`src/rtl/cpu_defs.sv`:
```
// Shared pipeline definitions: load-type codes, writeback state codes and
// the MEM/WB register layout.
package cpu_defs;

  // Load-type codes carried down the pipeline with every load.
  localparam logic [2:0] LT_LW  = 3'd0;
  localparam logic [2:0] LT_LB  = 3'd1;
  localparam logic [2:0] LT_LBU = 3'd2;
  localparam logic [2:0] LT_LH  = 3'd3;
  localparam logic [2:0] LT_LHU = 3'd4;

  // Writeback stage occupancy states.
  localparam logic [1:0] WB_EMPTY = 2'd0;
  localparam logic [1:0] WB_VALID = 2'd1;
  localparam logic [1:0] WB_WAIT  = 2'd2;
  localparam logic [1:0] WB_DRAIN = 2'd3;

  // One retired instruction as held in the MEM/WB register.
  typedef struct packed {
    logic [31:0] pc;
    logic        regwrite;
    logic [4:0]  wa;
    logic [31:0] result;
    logic        is_load;
    logic [2:0]  load_type;
    logic [1:0]  addr_lo;
  } wb_entry_t;

endpackage

```
`src/rtl/wb_stage_if.sv`:
```
// MEM -> WB handoff bundle. The MEM stage is the master, WB the slave.
interface wb_stage_if;
  logic        mem_valid;
  logic        mem_ready;
  logic [31:0] mem_pc;
  logic        mem_regwrite;
  logic [4:0]  mem_wa;
  logic [31:0] mem_result;
  logic        mem_is_load;
  logic [2:0]  mem_load_type;
  logic [1:0]  mem_addr_lo;

  modport master (
    output mem_valid, mem_pc, mem_regwrite, mem_wa, mem_result,
           mem_is_load, mem_load_type, mem_addr_lo,
    input  mem_ready
  );

  modport slave (
    input  mem_valid, mem_pc, mem_regwrite, mem_wa, mem_result,
           mem_is_load, mem_load_type, mem_addr_lo,
    output mem_ready
  );
endinterface

```
`src/rtl/load_formatter.sv`:
```
// Combinational load data formatter: picks the byte/halfword addressed by
// addr_lo out of a word-aligned little-endian read and extends it.
module load_formatter
  import cpu_defs::*;
(
  input  logic [31:0] rdata,
  input  logic [2:0]  load_type,
  input  logic [1:0]  addr_lo,
  output logic [31:0] result
);

  logic [7:0]  byte_sel;
  logic [15:0] half_sel;

  // Lane selection then sign/zero extension; unknown codes behave as LW.
  always_comb begin
    case (addr_lo)
      2'd0:    byte_sel = rdata[7:0];
      2'd1:    byte_sel = rdata[15:8];
      2'd2:    byte_sel = rdata[23:16];
      default: byte_sel = rdata[31:24];
    endcase
    // addr_lo[0] is ignored for halfwords; misalignment traps upstream.
    half_sel = addr_lo[1] ? rdata[31:16] : rdata[15:0];
    case (load_type)
      LT_LB:   result = {{24{byte_sel[7]}}, byte_sel};
      LT_LBU:  result = {24'd0, byte_sel};
      LT_LH:   result = {{16{half_sel[15]}}, half_sel};
      LT_LHU:  result = {16'd0, half_sel};
      default: result = rdata;
    endcase
  end

endmodule

```
`src/rtl/wb_stage.sv`:
```
// Writeback stage: holds one retired instruction, waits for load data,
// drives the register-file write port and the debug writeback trace.
module wb_stage
  import cpu_defs::*;
#(
  parameter int DW = 32
) (
  input  logic          clk,
  input  logic          rst,
  wb_stage_if.slave     mem,
  input  logic          data_ok,
  input  logic [DW-1:0] data_rdata,
  input  logic          flushW,
  output logic          we3,
  output logic [4:0]    wa3,
  output logic [DW-1:0] wd3,
  output logic          stallW,
  output logic [31:0]   debug_wb_pc,
  output logic [3:0]    debug_wb_rf_wen,
  output logic [4:0]    debug_wb_rf_wnum,
  output logic [DW-1:0] debug_wb_rf_wdata
);

  logic [1:0]  state_reg;
  logic [1:0]  state_next;
  wb_entry_t   held_reg;
  wb_entry_t   mem_entry;
  logic        wait_st;
  logic        owed;
  logic        accept;
  logic        commit;
  logic [31:0] load_data;

  assign wait_st = (state_reg == WB_WAIT);
  // A read response is still owed to us, whether or not we keep its data.
  assign owed    = wait_st | (state_reg == WB_DRAIN);

  // While a response is owed the slot frees only in the cycle data returns.
  // Ready is forced low while reset is asserted.
  assign mem.mem_ready = rst & (owed ? data_ok : 1'b1);
  assign accept        = mem.mem_valid & mem.mem_ready & ~flushW;

  // Pack the presented instruction into the MEM/WB register layout.
  always_comb begin
    mem_entry.pc        = mem.mem_pc;
    mem_entry.regwrite  = mem.mem_regwrite;
    mem_entry.wa        = mem.mem_wa;
    mem_entry.result    = mem.mem_result;
    mem_entry.is_load   = mem.mem_is_load;
    mem_entry.load_type = mem.mem_load_type;
    mem_entry.addr_lo   = mem.mem_addr_lo;
  end

  // Next occupancy: hold while data is owed, otherwise refill or empty.
  always_comb begin
    state_next = WB_EMPTY;
    if (owed && !data_ok) begin
      state_next = (wait_st && flushW) ? WB_DRAIN : state_reg;
    end else if (accept) begin
      state_next = mem_entry.is_load ? WB_WAIT : WB_VALID;
    end
  end

  // State and MEM/WB register; the register only changes on acceptance.
  always_ff @(posedge clk or negedge rst) begin
    if (!rst) begin
      state_reg <= WB_EMPTY;
      held_reg  <= '0;
    end else begin
      state_reg <= state_next;
      if (accept) begin
        held_reg <= mem_entry;
      end
    end
  end

  load_formatter u_fmt (
    .rdata     (data_rdata),
    .load_type (held_reg.load_type),
    .addr_lo   (held_reg.addr_lo),
    .result    (load_data)
  );

  // Load data is written in the very cycle data_ok arrives.
  assign commit = ~flushW & ((state_reg == WB_VALID) | (wait_st & data_ok));
  assign we3    = commit & held_reg.regwrite & (held_reg.wa != 5'd0);
  assign wa3    = held_reg.wa;
  assign wd3    = wait_st ? load_data : held_reg.result;
  assign stallW = owed & ~data_ok;

  assign debug_wb_pc       = held_reg.pc;
  assign debug_wb_rf_wen   = {4{we3}};
  assign debug_wb_rf_wnum  = wa3;
  assign debug_wb_rf_wdata = wd3;

endmodule

```
`src/flat_wrapper.sv`:
```
// flat-port wrapper written by rule: the top's interface ports become plain ports
module wb_stage_flat import cpu_defs::*;
#(
  parameter int DW = 32
)
  (clk, rst, data_ok, data_rdata, flushW, we3, wa3, wd3, stallW, debug_wb_pc, debug_wb_rf_wen, debug_wb_rf_wnum, debug_wb_rf_wdata, mem_mem_valid, mem_mem_pc, mem_mem_regwrite, mem_mem_wa, mem_mem_result, mem_mem_is_load, mem_mem_load_type, mem_mem_addr_lo, mem_mem_ready);
  wb_stage_if mem_i ();
  input  logic clk;
  input  logic rst;
  input  logic data_ok;
  input  logic [DW-1:0] data_rdata;
  input  logic flushW;
  output logic we3;
  output logic [4:0] wa3;
  output logic [DW-1:0] wd3;
  output logic stallW;
  output logic [31:0] debug_wb_pc;
  output logic [3:0] debug_wb_rf_wen;
  output logic [4:0] debug_wb_rf_wnum;
  output logic [DW-1:0] debug_wb_rf_wdata;
  input wire logic [$bits(mem_i.mem_valid)-1:0] mem_mem_valid;
  input wire logic [$bits(mem_i.mem_pc)-1:0] mem_mem_pc;
  input wire logic [$bits(mem_i.mem_regwrite)-1:0] mem_mem_regwrite;
  input wire logic [$bits(mem_i.mem_wa)-1:0] mem_mem_wa;
  input wire logic [$bits(mem_i.mem_result)-1:0] mem_mem_result;
  input wire logic [$bits(mem_i.mem_is_load)-1:0] mem_mem_is_load;
  input wire logic [$bits(mem_i.mem_load_type)-1:0] mem_mem_load_type;
  input wire logic [$bits(mem_i.mem_addr_lo)-1:0] mem_mem_addr_lo;
  output wire logic [$bits(mem_i.mem_ready)-1:0] mem_mem_ready;
  assign mem_i.mem_valid = mem_mem_valid;
  assign mem_i.mem_pc = mem_mem_pc;
  assign mem_i.mem_regwrite = mem_mem_regwrite;
  assign mem_i.mem_wa = mem_mem_wa;
  assign mem_i.mem_result = mem_mem_result;
  assign mem_i.mem_is_load = mem_mem_is_load;
  assign mem_i.mem_load_type = mem_mem_load_type;
  assign mem_i.mem_addr_lo = mem_mem_addr_lo;
  assign mem_mem_ready = mem_i.mem_ready;
  wb_stage #(.DW(DW)) u_core (.clk(clk), .rst(rst), .mem(mem_i), .data_ok(data_ok), .data_rdata(data_rdata), .flushW(flushW), .we3(we3), .wa3(wa3), .wd3(wd3), .stallW(stallW), .debug_wb_pc(debug_wb_pc), .debug_wb_rf_wen(debug_wb_rf_wen), .debug_wb_rf_wnum(debug_wb_rf_wnum), .debug_wb_rf_wdata(debug_wb_rf_wdata));
endmodule
```
`config.mk`:
```
export PLATFORM = sky130hd
export DESIGN_NAME = wb_stage_flat
export DESIGN_NICKNAME = d
export VERILOG_FILES = /design/src/rtl/cpu_defs.sv /design/src/rtl/wb_stage_if.sv /design/src/rtl/load_formatter.sv /design/src/rtl/wb_stage.sv /design/src/flat_wrapper.sv
export SDC_FILE = /design/constraint.sdc
export NUM_CORES = 1
export LEC_CHECK = 0
export BUFFER_PORTS_ARGS = -buffer_cell sky130_fd_sc_hd__buf_2
export CAP_MARGIN = 20
export CORE_ASPECT_RATIO = 1.75
export CORE_MARGIN = 10
export CORE_UTILIZATION = 47
export DETAILED_ROUTE_END_ITERATION = 7
export GPL_TIMING_DRIVEN = 1
export PLACE_DENSITY = 0.91
export SLEW_MARGIN = 20
export SYNTH_ARGS = -nofsm -noshare
export SYNTH_HDL_FRONTEND = slang
export SYNTH_SLANG_ARGS = --single-unit
export TNS_END_PERCENT = 5
```
`constraint.sdc`:
```
create_clock -name clk -period 2.3 [get_ports clk]
set_input_delay 0.115 -clock clk [delete_from_list [all_inputs] [get_ports clk]]
set_output_delay 0.115 -clock clk [all_outputs]
set_load 0.05 [all_outputs]
```
; ---- After elaboration in Yosys (flattened, before gate mapping)
; Cells that the tools add are included.
[word_totals]
ff_bits = 77
input_bits = 113
out_inout_bits = 113
wordCells = 43
[op_classes]
eq_ne = 10
n_mux = 9
bitwise_logic = 12
n_reduce_logical = 5
[op_table]
columns = cell, count
row1 = $pmux W32 S4, 1
row2 = $mux W32, 1
row3 = $pmux W8 S3, 1
row4 = $mux W16, 1
row5 = $and A1 B1 Y1, 8
row6 = $mux W2, 4
row7 = $eq A2 B2 Y1 const B, 3
row8 = $eq A3 B2 Y1 const B, 2
row9 = $reduce_bool A5 Y1, 1
row10 = $eq A2 B1 Y1 const B, 2
row11 = $eq A3 B1 Y1 const B, 1
row12 = $eq A3 B3 Y1 const B, 1
row13 = $logic_and A1 B1 Y1, 2
row14 = $logic_not A2 Y1, 1
row15 = $ne A2 B2 Y1 const B, 1
row16 = $not A1 Y1, 2
row17 = $or A1 B1 Y1, 2
row18 = $logic_not A1 Y1, 1
row19 = $mux W1, 1

; ---- Logic depth before layout (Yosys ltp)
[logic_depth]
depth_word = 8
mapped_depth = 7
ltp_nobuf = 4

; ---- By module
; A second synthesis with hierarchy kept.
[hier_totals]
cells_unflattened = 470
hier_area_um2 = 5281.3
[modules_own_cells]
columns = module, instances, cells_per_inst, area_each_um2, seq_area_each_um2
row1 = wb_stage, 1, 288, 4005.1, 1926.8
row2 = load_formatter, 1, 182, 1276.2, 0.0

; ---- Least setup slack after synthesis
; Ideal clock, no wire load.
[synth_timing]
kind = flip-flop to output port
start = register u_core.held_reg[2] (netlist name)
end = output port wd3[14]
t_arrival_ns = 2.939
t_required_ns = 2.185
slack_ns = -0.754
stages_incl_launch_ff = 8
path_buffers = 3
cell_sequence = dfrtp_1 buf_2 or2_2 o22ai_4 buf_4 nand2_1 a221oi_1 buf_4
[synth_via]
elab_chain_len = 3
word_cells_on_any_way = 6
classes_between = 4 x eq/ne / 2 x mux
[synth_rtl]
columns = item, line
row1 = from (decl), wb_stage.sv:26  ; wb_entry_t held_reg;
row2 = from (signal assigned), wb_stage.sv:72  ; held_reg <= mem_entry;
row3 = $eq A3 B3 Y1 (tied with other cells), load_formatter.sv:25  ; case (load_type)
row4 = $pmux W32 S4 (*), load_formatter.sv:25
row5 = $mux W32 (*), wb_stage.sv:88  ; assign wd3 = wait_st ? load_data : held_reg.result;
row6 = to (decl), flat_wrapper.sv:15  ; output logic [DW-1:0] wd3;
; Every way passes the cells marked *; elsewhere a longest branch is shown, timed or not.

; ---- Final worst setup path
[layout_timing]
start = register u_core.held_reg[1] (netlist name)
end = output port debug_wb_rf_wdata[8]
[layout_via]
elab_chain_len = 4
word_cells_on_any_way = 7
classes_between = 2 x eq/ne / 4 x mux / 1 x reduce/logical
[layout_rtl]
columns = item, line
row1 = $eq A2 B2 Y1 (tied with other cells), load_formatter.sv:17  ; case (addr_lo)
row2 = $pmux W8 S3, load_formatter.sv:17
row3 = $pmux W32 S4 (*), load_formatter.sv:25
row4 = $mux W32 (*), wb_stage.sv:88
row5 = to (decl), flat_wrapper.sv:20  ; output logic [DW-1:0] debug_wb_rf_wdata;
; Marks and branches as above.

==> impl_metrics.prom <==
# TYPE chip_impl_metric gauge
chip_impl_metric{name="num_vias",unit=""} 3822
chip_impl_metric{name="power_report.internal_total",unit="µW"} 3640
chip_impl_metric{name="globalplace.congestion",unit=""} 0.984
chip_impl_metric{name="clock_latency_of_the_later_clocked_register_in_the_worst_skew_pair",unit="ns"} 0.33
chip_impl_metric{name="area_used_by_multi_input_combinational_logic",unit="mm²"} 0.00203
chip_impl_metric{name="yosys.area_share.simple",unit="%"} 6.53
chip_impl_metric{name="grt_max_degree",unit=""} 46
chip_impl_metric{name="net_total_in_the_final_layout",unit=""} 669
chip_impl_metric{name="antenna_violations_before_repair",unit=""} 5
chip_impl_metric{name="worstPathArrival",unit="ns"} 2.21
chip_impl_info{name="main_synth_ff_type",value="dfrtp_1"} 1
chip_impl_info{name="critical_path_class",value="reg -> out"} 1
chip_impl_metric{name="vdd_drop_max",unit="mV"} 0.688
chip_impl_metric{name="powerDensity",unit="mW/mm²"} 1120
chip_impl_metric{name="fin_crit",unit="ns"} 2.32
chip_impl_info{name="crit-reg2reg-launch",value="u_core.state_reg[1]"} 1
chip_impl_metric{name="synth-compound-area-share",unit="%"} 10.7
chip_impl_metric{name="power.switching",unit="µW"} 3060
chip_impl_metric{name="drtPass1Iterations",unit=""} 7
chip_impl_metric{name="grtUsageTotal",unit="%"} 19.6
chip_impl_metric{name="numPortBuffers",unit=""} 225
chip_impl_metric{name="worst-endpoint-required",unit="ns"} 2.18
chip_impl_metric{name="dr_wl_met3",unit="µm"} 1350
chip_impl_metric{name="netlist.area_leader.share",unit="%"} 42.1
chip_impl_metric{name="synth_cell_type_count",unit=""} 38
chip_impl_metric{name="worstMarginPinSlew",unit="ns"} 0.601
chip_impl_info{name="synth_largest_area_cell",value="dfrtp_1"} 1
chip_impl_metric{name="met2RoutedLength",unit="µm"} 8150
chip_impl_metric{name="cts_num_sinks",unit=""} 77
chip_impl_info{name="cts_tree",value="built"} 1
chip_impl_metric{name="first_global_vias",unit=""} 4154
chip_impl_metric{name="drc",unit=""} 0
chip_impl_metric{name="max_slew_margin",unit="%"} 59.9
chip_impl_metric{name="seqCellArea",unit="mm²"} 0.00193
chip_impl_metric{name="fraction_of_final_layout_cells_sized_beyond_drive_strength_1",unit="%"} 65.5
chip_impl_metric{name="synth_warnings",unit=""} 0
chip_impl_info{name="startpoint",value="u_core.held_reg[1]"} 1
chip_impl_metric{name="synth_xor_area_share",unit="%"} 0.574
chip_impl_metric{name="dieHeight",unit="µm"} 151
chip_impl_metric{name="postRouteWirelength",unit="µm"} 15100
chip_impl_metric{name="synth_nets",unit=""} 519
chip_impl_metric{name="boundaryPins",unit=""} 226
chip_impl_metric{name="ys_seq_elements",unit=""} 77
chip_impl_metric{name="max_cap_violations",unit=""} 0
chip_impl_metric{name="crit_fanout",unit=""} 7
chip_impl_metric{name="share_of_async_settable_or_async_resettable_flops_after_synthesis",unit="%"} 100
chip_impl_metric{name="finalPower",unit="µW"} 6700
chip_impl_metric{name="die_ar",unit="mm²"} 0.0142
chip_impl_metric{name="max_clock_freq",unit="GHz"} 0.431
chip_impl_metric{name="power.combinational.fraction",unit="%"} 50.3
chip_impl_info{name="worst_setup_path_endpoint",value="debug_wb_rf_wdata[8]"} 1
chip_impl_info{name="synth_top_family_by_area",value="multiplexers"} 1
chip_impl_metric{name="synth_mux_area_share",unit="%"} 23.1
chip_impl_metric{name="final_critical_path_setup_slack",unit="ns"} -0.0224
chip_impl_metric{name="place_ws",unit="ns"} 0.0805
chip_impl_metric{name="starting_density_of_the_core",unit="%"} 48.4
chip_impl_info{name="outcome",value="finished with violations"} 1
chip_impl_metric{name="power.leakage",unit="µW"} 0.00288
chip_impl_metric{name="htreeDepth",unit=""} 3
chip_impl_metric{name="dpl.hpwl",unit="µm"} 11700
chip_impl_info{name="r2r_end",value="u_core.held_reg[32]"} 1
chip_impl_metric{name="routed_via_density",unit=""} 5.58
chip_impl_info{name="top_layer_used",value="met5"} 1
chip_impl_metric{name="hold_viol",unit=""} 0
chip_impl_metric{name="p_sw_share",unit="%"} 45.6
chip_impl_metric{name="post_synth_inst_count",unit=""} 406
chip_impl_metric{name="fp.dieW",unit="µm"} 94.6
chip_impl_metric{name="floorplan.rows",unit=""} 47
chip_impl_metric{name="cts_buffers",unit=""} 9
chip_impl_metric{name="worst-r2r-cell-count",unit=""} 5
chip_impl_info{name="worstHoldPathType",value="in -> reg"} 1
chip_impl_metric{name="post_synth_fa_ha_maj_area_fraction",unit="%"} 0
chip_impl_info{name="timing.critical_path.from_type",value="flop"} 1
chip_impl_metric{name="number_of_filler_instances_in_the_final_layout",unit=""} 756
chip_impl_metric{name="drt.antenna.violating_nets",unit=""} 0
chip_impl_metric{name="routedWlPerCell",unit="µm"} 22.1
chip_impl_metric{name="detail_route.iter0.violations",unit=""} 170
chip_impl_info{name="cts-root-buf",value="clkbuf_16"} 1
chip_impl_metric{name="clock_power_share",unit="%"} 22.8
chip_impl_metric{name="drv_slew",unit=""} 0
chip_impl_metric{name="grt_pass1_wl",unit="µm"} 21500
chip_impl_info{name="synth.top_cells.by_area",value="dfrtp_1, mux2_2, buf_4, mux4_2, a221o_1"} 1
chip_impl_metric{name="synth_seq_area_share",unit="%"} 42.1
chip_impl_metric{name="synth_edf_count",unit=""} 0
chip_impl_info{name="failing_checks",value="negative setup slack"} 1
chip_impl_metric{name="wl_met1",unit="µm"} 5000
chip_impl_info{name="rsz0062_at_grt",value="yes"} 1
chip_impl_metric{name="cts_max_path_buffers",unit=""} 2
chip_impl_metric{name="finalSetupViolations",unit=""} 12
chip_impl_metric{name="global_route.overflow_total",unit=""} 0
chip_impl_metric{name="share_seq_of_total_power",unit="%"} 26.9
chip_impl_info{name="timing.critical_path.to_type",value="output pin"} 1
chip_impl_metric{name="min_period_over_period",unit="%"} 101
chip_impl_metric{name="synth.cell_area",unit="mm²"} 0.00458
chip_impl_metric{name="floorplan.core_area",unit="mm²"} 0.00947
chip_impl_metric{name="max_clock_skew",unit="ns"} 0.00578
chip_impl_metric{name="largest_register_ff_count",unit=""} 38
chip_impl_metric{name="reg2reg_setup_slack",unit="ns"} 0.27
chip_impl_metric{name="syn_avg_cell_area",unit="µm²"} 11.3
chip_impl_metric{name="path_clk_slew",unit="ns"} 0.06
chip_impl_metric{name="syn_to_final_growth",unit="%"} 30.7
cell families after synthesis:
family,Yosys count
and+or+nand+nor,67
AOI/OAI and AO/OA,60
buffers and inverters,113
DFF,77
muxes,86
xor gates and xnor gates,3
worst min path at each step:
stage	start	cells past startpoint	end
after CTS	mem_mem_result[30]	2	u_core.held_reg[36]
after global routing	mem_mem_result[29]	2	u_core.held_reg[35]
final	mem_mem_pc[25]	2	u_core.debug_wb_pc[25]
after detailed placement	rst	2	u_core.debug_wb_pc[11]
after floorplan	rst	0	u_core.debug_wb_pc[0]
after global placement	rst	2	u_core.debug_wb_rf_wnum[1]
repair_timing:
item,4_1_cts,5_1_grt
setup endpoints to repair,62,64
gates resized for setup,14,76
hold endpoints to repair,32,0
hold buffers,1,0
pin swaps,2,4
setup buffers,2,3
stage by stage:
stage	TNS [ns]	cell area (µm²)	instances	hold slack, ns	utilization [%]
floorplan	-2.65	4650	406	-0.181	-
global placement	0	5320	661	0.210	56.2
detailed placement	0	5320	661	0.219	56.2
CTS	-4.26	5720	679	0.000304	60.4
global route	-2.36	5980	684	0.00676	63.2
finish	-0.186	5980	685	0.0169	63.2
metal layers:
metal	vias to the layer above	global-route usage, %
met5	-	0
met3	46	7.88
li1	1669	-
met1	1885	18.1
met2	218	35.4
met4	4	10.5
synthesized netlist by cell type, types with 2 or more instances:
cell type,number
xnor2_1,2
a31oi_1,17
a221oi_1,7
nor4bb_1,2
mux4_2,8
mux2_2,77
o21ai_0,11
dfrtp_1,77
buf_2,9
buf_4,79
a221o_1,16
buf_6,6
inv_1,10
clkbuf_1,8
nand2_1,32
nor2_1,20
nor2b_1,3
nand2b_1,2
final cells by class:
class / instances / area share (%)
Multi-Input combinational cell: 216 / 34.0
Sequential cell: 77 / 32.2
Timing Repair Buffer: 242 / 25.1
Clock buffer: 10 / 3.99
Tap cell: 122 / 2.55
Clock inverter: 5 / 1.40
Inverter: 10 / 0.627
Antenna cell: 3 / 0.125
worst max-delay path, stage by stage (launching register included):
cell,delay (ns)
dfrtp_1,0.42
mux4_2,0.57
or2_4,0.27
a21oi_4,0.18
buf_12,0.16
a221oi_2,0.07
buf_4,0.20
cells in the final DEF, fill, tap and decap left out, types with 2 or more instances in the layout:
| cell type | instances |
|---|---|
| bufinv_16 | 2 |
| a221oi_2 | 4 |
| a31oi_4 | 2 |
| xnor2_1 | 2 |
| clkinvlp_4 | 2 |
| buf_4 | 26 |
| clkbuf_4 | 2 |
| a221o_1 | 16 |
| buf_2 | 187 |
| buf_6 | 20 |
| nand2_1 | 32 |
| mux4_2 | 8 |
| o21ai_0 | 11 |
| a31oi_2 | 5 |
| nor2b_1 | 3 |
| dfrtp_2 | 2 |
| mux2_2 | 77 |
| buf_12 | 6 |
| diode_2 | 3 |
| a221oi_4 | 3 |
| clkbuf_16 | 9 |
| inv_1 | 10 |
| nor2_1 | 19 |
| a31oi_1 | 11 |
| dfrtp_1 | 75 |
power groups by stage:
stage	logic, µW	registers [µW]	clock network [µW]
floorplan	2810	1740	0
global placement	3070	1800	0
detailed placement	3130	1820	0
CTS	3170	1790	1560
global route	3510	1830	1610
finish	3370	1800	1530
Power figures use the tool's default switching activity.
